**src/rtl/m_sprite_renderer.sv**
```systemverilog
// Sprite renderer: once per game tick, erases the previous 5x5 tiles of the player and three
// ghosts, then redraws all four at their new tiles. Every pixel goes out as one registered VGA write.
module m_sprite_renderer #(
  parameter logic [2:0] BG_COLOR     = 3'b000,
  parameter logic [2:0] PLAYER_COLOR = 3'b110,
  parameter logic [2:0] G1_COLOR     = 3'b100,
  parameter logic [2:0] G2_COLOR     = 3'b101,
  parameter logic [2:0] G3_COLOR     = 3'b011
) (
  input  logic       clock,
  input  logic       resetn,
  input  logic       enable,
  input  logic [4:0] player_x,
  input  logic [3:0] player_y,
  input  logic [4:0] ghost1_x,
  input  logic [3:0] ghost1_y,
  input  logic [4:0] ghost2_x,
  input  logic [3:0] ghost2_y,
  input  logic [4:0] ghost3_x,
  input  logic [3:0] ghost3_y,
  output logic [7:0] vga_x,
  output logic [6:0] vga_y,
  output logic [2:0] vga_color,
  output logic       vga_plot,
  output logic       finished,
  output logic       busy
);
  localparam logic [2:0] S_IDLE  = 3'd0;
  localparam logic [2:0] S_LOAD  = 3'd1;
  localparam logic [2:0] S_ERASE = 3'd2;
  localparam logic [2:0] S_DRAW  = 3'd3;
  localparam logic [2:0] S_DONE  = 3'd4;

  logic [2:0] r_state;
  logic [4:0] r_new_x [4];
  logic [3:0] r_new_y [4];
  logic [4:0] r_old_x [4];
  logic [3:0] r_old_y [4];
  logic       r_old_valid;
  logic [2:0] r_px;
  logic [2:0] r_py;
  logic [1:0] r_sprite;

  logic [4:0] w_tile_x;
  logic [3:0] w_tile_y;
  logic [7:0] w_pix_x;
  logic [6:0] w_pix_y;
  logic [2:0] w_sprite_color;
  logic       w_last_pix;
  logic       w_last_sprite;

  // ERASE walks the previous tiles, DRAW the freshly latched ones.
  assign w_tile_x = (r_state == S_ERASE) ? r_old_x[r_sprite] : r_new_x[r_sprite];
  assign w_tile_y = (r_state == S_ERASE) ? r_old_y[r_sprite] : r_new_y[r_sprite];
  assign w_pix_x  = ({3'b000, w_tile_x} * 8'd5) + {5'b00000, r_px};
  assign w_pix_y  = ({3'b000, w_tile_y} * 7'd5) + {4'b0000, r_py};
  assign w_last_pix    = (r_px == 3'd4) && (r_py == 3'd4);
  assign w_last_sprite = (r_sprite == 2'd3);

  always_comb begin
    w_sprite_color = PLAYER_COLOR;
    case (r_sprite)
      2'd1:    w_sprite_color = G1_COLOR;
      2'd2:    w_sprite_color = G2_COLOR;
      2'd3:    w_sprite_color = G3_COLOR;
      default: w_sprite_color = PLAYER_COLOR;
    endcase
  end

  always_ff @(posedge clock) begin
    if (!resetn) begin
      r_state     <= S_IDLE;
      r_old_valid <= 1'b0;
      r_px        <= '0;
      r_py        <= '0;
      r_sprite    <= '0;
      vga_x       <= '0;
      vga_y       <= '0;
      vga_color   <= '0;
      vga_plot    <= 1'b0;
      finished    <= 1'b0;
      busy        <= 1'b0;
      for (int i = 0; i < 4; i++) begin
        r_new_x[i] <= '0;
        r_new_y[i] <= '0;
        r_old_x[i] <= '0;
        r_old_y[i] <= '0;
      end
    end else begin
      vga_plot <= 1'b0;
      finished <= 1'b0;
      case (r_state)
        S_IDLE: begin
          if (enable) begin
            r_state <= S_LOAD;
            busy    <= 1'b1;
          end
        end
        S_LOAD: begin
          r_new_x[0] <= player_x;
          r_new_y[0] <= player_y;
          r_new_x[1] <= ghost1_x;
          r_new_y[1] <= ghost1_y;
          r_new_x[2] <= ghost2_x;
          r_new_y[2] <= ghost2_y;
          r_new_x[3] <= ghost3_x;
          r_new_y[3] <= ghost3_y;
          r_px       <= '0;
          r_py       <= '0;
          r_sprite   <= '0;
          r_state    <= r_old_valid ? S_ERASE : S_DRAW;
        end
        S_ERASE, S_DRAW: begin
          vga_x     <= w_pix_x;
          vga_y     <= w_pix_y;
          vga_color <= (r_state == S_ERASE) ? BG_COLOR : w_sprite_color;
          vga_plot  <= 1'b1;
          // Row-major walk; the sprite index wraps 3 -> 0 ready for the next pass.
          if (r_px == 3'd4) begin
            r_px <= '0;
            if (r_py == 3'd4) begin
              r_py     <= '0;
              r_sprite <= r_sprite + 2'd1;
            end else begin
              r_py <= r_py + 3'd1;
            end
          end else begin
            r_px <= r_px + 3'd1;
          end
          if (w_last_pix && w_last_sprite) begin
            if (r_state == S_ERASE) begin
              r_state <= S_DRAW;
            end else begin
              for (int i = 0; i < 4; i++) begin
                r_old_x[i] <= r_new_x[i];
                r_old_y[i] <= r_new_y[i];
              end
              r_old_valid <= 1'b1;
              r_state     <= S_DONE;
            end
          end
        end
        S_DONE: begin
          finished <= 1'b1;
          busy     <= 1'b0;
          r_state  <= S_IDLE;
        end
        default: begin
          busy    <= 1'b0;
          r_state <= S_IDLE;
        end
      endcase
    end
  end
endmodule

```
**config.mk**
```make
export PLATFORM = sky130hd
export DESIGN_NAME = m_sprite_renderer
export DESIGN_NICKNAME = d
export VERILOG_FILES = /design/src/rtl/m_sprite_renderer.sv
export SDC_FILE = /design/constraint.sdc
export NUM_CORES = 1
export LEC_CHECK = 0
export BUFFER_PORTS_ARGS = -buffer_cell sky130_fd_sc_hd__buf_2
export CAP_MARGIN = 5
export CORE_MARGIN = 2
export CORE_UTILIZATION = 58
export CTS_CLUSTER_SIZE = 8
export DETAILED_ROUTE_END_ITERATION = 6
export GPL_TIMING_DRIVEN = 0
export PLACE_DENSITY_LB_ADDON = 0.1
export SETUP_SLACK_MARGIN = 0.2
export SKIP_CTS_REPAIR_TIMING = 1
export SLEW_MARGIN = 20
export SYNTH_ARGS = -nofsm -noshare
export SYNTH_HDL_FRONTEND = slang
export SYNTH_SLANG_ARGS = --single-unit
```
**constraint.sdc**
```tcl
create_clock -name clock -period 4 [get_ports clock]
set_input_delay 0.4 -clock clock [delete_from_list [all_inputs] [get_ports clock]]
set_output_delay 0.4 -clock clock [all_outputs]
set_load 0.1 [all_outputs]
```
==> results of run 1 <==
[report_power, final]
part	internal, mW	switching, mW
logic	0.130	0.273
clock network	0.249	0.365
registers	1.25	0.0283
[logic make-up (layout without fill, tap and decap cells)]
| kind of cell | Yosys count | count (layout) | synth area share (%) |
|---|---|---|---|
| adder cells (fa/ha/maj) | 36 | 36 | 8.900 |
| multiplexers | 28 | 28 | 10.31 |
| buffers and inverters | 38 | 113 | 3.564 |
| XOR/XNOR | 2 | 2 | 0.3350 |
| AO/OA/AOI/OAI | 51 | 51 | 5.814 |
| flip-flops | 107 | 107 | 54.74 |
| AND/OR/NAND/NOR | 156 | 156 | 16.34 |
[state kept, by name, summed over array words and instances (netlist names), named ones only]
name and flops:
r_new_x 20, r_old_x 20, r_new_y 16, r_old_y 16, vga_x 8, vga_y 7
r_px 3, r_py 3, r_state 3, vga_color 3, r_sprite 2, busy 1
finished 1, r_old_valid 1, vga_plot 1
[layout by cell type (no fill, tap or decap), types with 3 or more instances in the layout]
cell	Yosys	layout
nand3_1	11	11
mux4_2	12	12
nor2b_1	3	3
and3_1	39	39
edfxtp_1	72	72
clkbuf_8	0	10
dfxtp_1	35	35
mux4_1	6	6
a211oi_1	5	5
nor2_1	22	22
inv_1	12	12
ha_1	34	34
o21ai_0	12	11
nor3_1	5	5
nand2_1	24	23
buf_2	10	68
clkbuf_1	11	12
and2_1	36	36
a21oi_1	22	22
mux2_2	9	9
nand2b_1	6	6
[worst max-delay path by stage]
stage,startpoint,cells after the start,to,slack [ns]
after floorplan,r_state[1],3,r_new_x[0][0],0.37
after global placement,r_state[1],3,r_new_x[3][1],-0.65
after detailed placement,flop,12,vga_x[5],0.31
after CTS,flop,12,vga_x[5],0.26
after global routing,r_state[1],13,vga_x[5],0.27
final,r_state[1],13,vga_x[5],0.44
[routing by layer]
layer	vias to the layer above	wire [um]
met1	1611	4297
met4	0	215
li1	1676	-
met5	-	0
met3	15	572
met2	102	4996
[final cells by class]
type | instances | area [um^2]
Clock inverter | 4 | 32.53
Fill cell | 670 | 2845
Clock buffer | 12 | 145.1
Timing Repair Buffer | 59 | 317.8
Multi-Input combinational cell | 273 | 2195
Sequential cell | 107 | 2863
Tap cell | 108 | 135.1
Inverter | 12 | 45.04
Buffer | 26 | 142.6
[worst reg2reg max path, delay by kind of cell (launching register included)]
kind                     cells  cell delay (ns)
multiplexers                 1             0.45
AO/OA/AOI/OAI                2             0.43
AND/OR/NAND/NOR              4             0.82
flip-flops                   1             0.32
adder cells (fa/ha/maj)      3             1.03
buffers and inverters        3             0.44
[per-stage QoR]
step / power, mW / worst slack, ns
floorplan: 1.602 / 0.3705
global placement: 1.693 / -0.6510
detailed placement: 1.706 / 0.3084
CTS: 2.304 / 0.2649
global route: 2.390 / 0.2701
finish: 2.296 / 0.4400
==> reports/qor.txt, run 1 <==
GRT met1 Usage = 26.73%
setup slack, reg-to-reg = 0.44 ns
Critical Path RT = 4.27 ns
hpwl dp = 7.457 mm
Buf/Inv on CP = 3
Worst setup SP type = flop
Crit-path slowest cell = nor2_2
Mapped Area = 5230 um^2
WL final = 10.08 mm
Most used DFF post-synth = edfxtp_1
register area share after synthesis = 54.74%
syn avg cell area = 12.51 um^2
CTS buffer count = 9
GR Layer Usage met3 = 3.972%
Ys Warns = 0
crit path max fanout = 10
Initial DRC Count = 102
top cell type by total area after synthesis = edfxtp_1
CP cell instances = buf_4, nand2b_2, buf_2, nor2_2, mux2_2, ha_1, ha_1, inv_1, fa_1, nand2b_1, a21oi_1, nor2_1, o41ai_1
Initial Util = 59.97%
post-synthesis net count = 493
Yosys reg bits = 107
clk root buf = clkbuf_8
gr ovfl total = 0
Clock Skews = 0.01318 ns
vias in the first global route = 3402
setup tns final = 0 ns
max-slew violation count = 0
placed inst area = 5697 um^2
Max-cap violations = 0
worst path arrival time = 3.83 ns
Tmin final = 3.560 ns
HP Class = primary input to flop
Clk Latency, worst-skew pair = 0.36 ns
maximum vdd ir drop = 257.3 uV
worst r2r path cells = 13
count leader, synth = edfxtp_1
Die Ht = 98.96 um
GRT met2 Usage = 38.20%
# port buffers = 58
Synth Instances = 418
dpl cells = 585
Crit. End Element = flop
number of flops mapped to enable cells by yosys = 72
Post-synth top cells = edfxtp_1, and3_1, and2_1
CTS H-Tree Depth = 3
worst hold margin = 0.2930 ns
fin util = 67.37%
post-synth top area share = 41.34%
cell mode on critical path = ha_1
Hold Startpoint = enable
largest net degree at the start of global routing = 37
core area = 8721 um^2
Max clock buf depth = 2
routability cong. = 0.8037
TritonCTS clock tree = built
Final Cell Area = 5876 um^2
area grow syn2layout = 12.34%
Top Ports = 60
GRT Util Overall = 21.91%
final hold vios = 0
FFs w/ async S/R, synth = 0%
Die ar. = 9793 um^2
Largest stage delay, worst path = 0.47 ns
Final ANT Viol Nets = 0
most used routing layer = met2
pwr/cell area = 390.7 nW/um^2
fin crit share = 89.00%
Rel. slew slack = 44.58%
Layout Cells excl Fill = 601
synth unique cells = 46
ANT cells = 0
Area contributors post-synth = edfxtp_1, dfxtp_1, ha_1
clk slew on worst S/H paths = 0.11 ns
CP delay by family, top = adder cells
via count of the routed design = 3404
TritonRoute pass-1 iters = 4
routed len/inst = 16.78 um
outcome = finished, final reports clean
drt drc = 0
Worst-Margin Slew = 0.8282 ns
R2R Path End = vga_x[5]
worst r2r src = r_state[1]
first-pass GRT wire length = 16.65 mm
Die Width = 98.96 um
Lkg Pwr = 2.485 nW
Final #Nets = 563
clk sinks = 107
Hold Crit Depth = 3
WHS Endpoint = busy
Crit Path Class = flop to flop
Peak Freq = 280.9 MHz
vias per inst = 5.664
row cnt = 34
RSZ-0062 raised after global routing = no
initial antenna violation count = 0
share of layout cells above drive strength 1 = 23.33%
Setup-failing EPs final = 0
(Power assumes the default switching activity.)
==> run 2, diff against run 1 <==
Clock period 4 ns to 3.41 ns, I/O delays scaled along.
==> run 2 against run 1 <==
Effect of this change: register-to-register slack worse by 0.21 ns; critical path type unchanged; highest routed layer unchanged; non-clock buffer count is 15 higher; core utilization is 3.6 points higher; clock-buffer cell count is 3 lower; sequential power is 17% higher; largest cell class unchanged; die area stayed put; combinational power is 36% higher; clock power is 28% higher; global-route usage is 0.22 points higher.
==> reports/qor.txt, run 2 (same netlist as run 1, synthesis figures left out) <==
first-pass GRT wire length = 16.63 mm
max-slew violation count = 0
Initial Util = 59.97%
pwr/cell area = 458.7 nW/um^2
Top Layer Used = met4
Final Cell Area = 6190 um^2
ANT cells = 0
clk root buf = clkbuf_8
initial antenna violation count = 0
commonest non-fill, non-tap cells in the layout = edfxtp_1, buf_2, and3_1, and2_1, dfxtp_1
Tmin final = 3.178 ns
via count of the routed design = 3512
gr ovfl total = 0
vias per inst = 5.701
routability cong. = 0.8309
Buf/Inv on CP = 3
TritonCTS clock tree = built
clk slew on worst S/H paths = 0.10 ns
vias in the first global route = 3413
maximum vdd ir drop = 290.7 uV
CTS buffer count = 9
Lkg Pwr = 2.614 nW
Top Ports = 60
leading cell type in the layout, fill and taps excluded = edfxtp_1
CTS H-Tree Depth = 3
Clk Latency, worst-skew pair = 0.37 ns
routed len/inst = 17.26 um
cell mode on critical path = ha_4
row cnt = 34
Initial DRC Count = 187
core area = 8721 um^2
area grow syn2layout = 18.35%
wire length on met1 = 4.499 mm
GRT Util Overall = 22.13%
Setup-failing EPs final = 0
WL final = 10.63 mm
clk sinks = 107
Crit-path slowest cell = mux4_2
Worst-Margin Slew = 0.8328 ns
Max-cap violations = 0
Crit. End Element = flop
Final ANT Viol Nets = 0
Final Total Pwr = 2.839 mW
final hold vios = 0
Die Width = 98.96 um
Peak Freq = 314.7 MHz
placed inst area = 5697 um^2
Detail Route met3 WL = 472 um
Logic pwr share = 19.4%
RSZ-0062 raised after global routing = yes
worst path arrival time = 3.46 ns
setup tns final = 0 ns
Die Ht = 98.96 um
internal power = 2.012 mW
fin util = 70.98%
# port buffers = 58
Critical Path RT = 3.69 ns
NetSw = 827.4 uW
Rel. slew slack = 44.27%
Clock Skews = 0.01109 ns
TritonRoute pass-1 iters = 4
Final #Nets = 578
outcome = finished, final reports clean
switch share = 29.14%
fin crit share = 93.20%
Worst setup SP type = flop
Max clock buf depth = 2
CP cell instances = buf_8, buf_12, mux4_2, mux2_4, ha_4, ha_4, inv_1, fa_1, nand2b_4, a21oi_2, nor2_1, o41ai_2
share of layout cells above drive strength 1 = 28.94%
HP Class = primary input to flop
largest net degree at the start of global routing = 37
biggest regs = r_new_x x20, r_old_x x20
met2 wire len = 5.460 mm
hpwl dp = 7.590 mm
crit path max fanout = 10
worst hold margin = 0.2109 ns
Die ar. = 9793 um^2
Clock Power Share = 27.8%
Crit Path Class = flop to flop
Flop pwr share = 52.9%
drt drc = 0
CP delay by family, top = adder cells
Largest stage delay, worst path = 0.50 ns
==> run 2: changes by cell type in the layout (fill, tap and decap cells not counted), sizes merged <==
cell      delta
buf         +15
bufinv       +1
clkbuf       -3
clkinv       +3
clkinvlp     -2
inv          +1
==> run 2: layout make-up <==
cell class	instances	area, um^2
Buffer	26	165.2
Clock buffer	9	123.9
Clock inverter	7	75.07
Fill cell	597	2531
Inverter	12	45.04
Multi-Input combinational cell	273	2351
Sequential cell	107	2864
Tap cell	108	135.1
Timing Repair Buffer	74	430.4
==> run 2: power by group through the flow <==
stage                     sequential [mW]  clock (mW)  combinational [mW]
after floorplan                      1.65           0               0.225
after global placement               1.53           0               0.456
after detailed placement             1.53           0               0.471
after CTS                            1.50       0.796               0.477
after global routing                 1.51       0.853               0.587
final                                1.50       0.788               0.550
==> run 2: path summary, 6_finish.rpt <==
kind / start / end / slack (ns) / cells past startpoint
max: flop / vga_x[5] / 0.23 / 12
min: enable / busy / 0.21 / 3
max reg2reg: flop / vga_x[5] / 0.23 / 12
min reg2reg: vga_color[1] / vga_color[1] / 0.46 / 2
==> run 2: metal layers <==
layer	GRT usage (%)	up-vias
met5	0	-
met4	9.484	0
met3	3.475	16
met2	38.25	106
met1	27.67	1678
li1	-	1712
==> run 2: stage by stage <==
stage	setup WS [ns]	instances
floorplan	0.2506	418
global placement	-0.2429	584
detailed placement	-0.3852	585
CTS	-0.4212	601
global route	0.1366	616
finish	0.2319	616
==> run 2: worst register-to-register path, stage by stage, from the launching register on <==
cell	delay (ns)
dfxtp_2	0.34
buf_8	0.14
buf_12	0.15
mux4_2	0.51
mux2_4	0.30
ha_4	0.26
ha_4	0.27
inv_1	0.05
fa_1	0.45
nand2b_4	0.17
a21oi_2	0.12
nor2_1	0.06
o41ai_2	0.29
==> run 3, diff against run 2 <==
Settings changed: ABC_AREA set to 1, CORE_UTILIZATION 58 to 59.
==> run 3 against run 2 <==
Effect of this change: wire length rose by 16%; critical path depth rose by 4; sequential power rose by 9%; synthesized cell count rose by 50%; cell count rose by 33%; clock-buffer cell count rose by 4; clock skew barely moved; largest cell class unchanged.
==> reports/qor.txt, run 3 <==
final hold vios = 0
maximum vdd ir drop = 369.1 uV
post-synthesis net count = 701
number of flops mapped to enable cells by yosys = 72
vias in the first global route = 4044
top cell type by total area after synthesis = edfxtp_1
Final Cell Area = 6325 um^2
Die ar. = 10210 um^2
Tmin final = 3.017 ns
Ys Warns = 0
setup ws final = 0.3935 ns
drt drc = 0
Largest stage delay, worst path = 0.45 ns
TritonCTS clock tree = built
clk sinks = 107
# port buffers = 59
Initial DRC Count = 333
hpwl dp = 8.588 mm
HP Class = primary input to flop
Synth Instances = 626
Final #Nets = 777
GRT Util Overall = 25.47%
Lkg Pwr = 3.017 nW
FFs w/ async S/R, synth = 0%
RSZ-0062 raised after global routing = yes
placed inst area = 6038 um^2
clk slew on worst S/H paths = 0.10 ns
outcome = finished, final reports clean
gr ovfl total = 0
biggest regs = r_new_x x20, r_old_x x20
routability cong. = 0.9444
vias per inst = 5.405
setup tns final = 0 ns
Critical Path RT = 3.74 ns
core area = 9196 um^2
Peak Freq = 331.5 MHz
Mapped Area = 5559 um^2
fin util = 68.78%
Rel. slew slack = 62.13%
count leader, synth = inv_1
area grow syn2layout = 13.77%
CTS H-Tree Depth = 3
internal power = 2.250 mW
initial antenna violation count = 0
dpl ws = 0.1142 ns
ANT cells = 0
Post-synth top cells = inv_1, nor2_1, nand2_1
fillers = 748
Max clock buf depth = 2
row cnt = 35
largest net degree at the start of global routing = 34
leading cell type in the layout, fill and taps excluded = inv_1
Yosys reg bits = 107
Logic pwr share = 33.7%
Crit Path Class = flop to flop
max-slew violation count = 0
FF+latch area = 2865 um^2
Setup-failing EPs final = 0
routed len/inst = 15.03 um
NetSw = 1.431 mW
Most used DFF post-synth = edfxtp_1
setup slack, reg-to-reg = 0.39 ns
area of the multi-input gates = 2150 um^2
Crit-path slowest cell = fa_1
share of layout cells above drive strength 1 = 21.78%
Die Width = 101.1 um
Worst setup SP type = flop
Clk Latency, worst-skew pair = 0.38 ns
WL final = 12.30 mm
worst path arrival time = 3.34 ns
Crit. End Element = flop
via count of the routed design = 4421
Top Ports = 60
pwr/cell area = 582.0 nW/um^2
Area contributors post-synth = edfxtp_1, dfxtp_1, ha_1
fin crit share = 88.46%
TritonRoute pass-1 iters = 5
CTS buffer count = 9
Worst-Margin Slew = 0.5681 ns
Die Ht = 101.1 um
Clock Power Share = 22.0%
clk root buf = clkbuf_8
register area share after synthesis = 51.50%
Final Total Pwr = 3.681 mW
Initial Util = 60.45%
synth unique cells = 35
commonest non-fill, non-tap cells in the layout = inv_1, nor2_1, edfxtp_1, nand2_1, buf_2
crit path max fanout = 10
first-pass GRT wire length = 19.69 mm
CP cell instances = buf_6, clkbuf_2, o21ai_0, nand2_1, o21ai_0, nand2_1, ha_1, ha_1, inv_1, fa_1, inv_1, nand3_1, a21oi_2, nand3b_1, nand2_1, inv_1
Final ANT Viol Nets = 0
syn avg cell area = 8.880 um^2
post-synth top area share = 38.89%
Flop pwr share = 44.3%
Clock Skews = 0.01090 ns
switch share = 38.89%
Max-cap violations = 0
==> run 3: critical path, delay by kind of cell (launching register included) <==
family	cells	cell delay, ns
compound gates	3	0.44
simple gates	5	0.54
fa+ha+maj	3	1.05
buf+inv	5	0.58
flops	1	0.35
==> run 3: area by class of cell <==
cell class / instances / share of cell area (%)
clock inverters: 3 / 0.2770
multi-input cells: 383 / 33.99
plain buffers: 25 / 2.770
repair buffers: 65 / 5.737
flip-flops and latches: 107 / 45.30
clock buffers: 13 / 3.027
inverters: 111 / 6.706
well taps: 111 / 2.196
==> run 3: per-layer routing <==
layer	global-route usage [%]	wire length [um]	vias to the layer above
met5	0	0	-
met1	35.55	5492	2019
met2	38.92	5501	194
met3	5.409	1001	30
li1	-	-	2178
met4	10.19	301	0
==> run 3: logic make-up (layout without fill, tap and decap cells) <==
| logic type | count (synthesis) | in the layout | synth area share, % |
|---|---|---|---|
| compound gates | 116 | 116 | 11.10 |
| buf+inv | 136 | 217 | 10.17 |
| fa+ha+maj | 36 | 36 | 8.373 |
| xor+xnor | 3 | 3 | 0.4727 |
| flops | 107 | 107 | 51.50 |
| simple gates | 228 | 228 | 18.39 |
==> run 3: power groups by stage <==
| stage | combinational, mW | sequential, mW | clock (mW) |
|---|---|---|---|
| after floorplan | 0.608 | 1.98 | 0 |
| final | 1.24 | 1.63 | 0.809 |
| after detailed placement | 1.21 | 1.66 | 0 |
| after CTS | 1.23 | 1.63 | 0.815 |
| after global placement | 1.18 | 1.66 | 0 |
| after global routing | 1.37 | 1.65 | 0.866 |
==> run 3: path summary, 6_finish.rpt <==
check,start,end,cells past startpoint
setup reg to reg,flop,vga_x[5],16
hold reg to reg,r_old_valid,r_old_valid,2
hold / removal,ghost2_x[2],r_new_x[2][2],3
setup / recovery,flop,vga_x[5],16
==> run 3: per-stage QoR <==
step / std cells / hold slack (ns)
3_3_place_gp: 796 / 0.4377
3_5_place_dp: 798 / 0.4568
5_1_grt: 818 / 0.2507
2_1_floorplan: 626 / 0.4225
6_report: 818 / 0.2522
4_1_cts: 814 / 0.2499
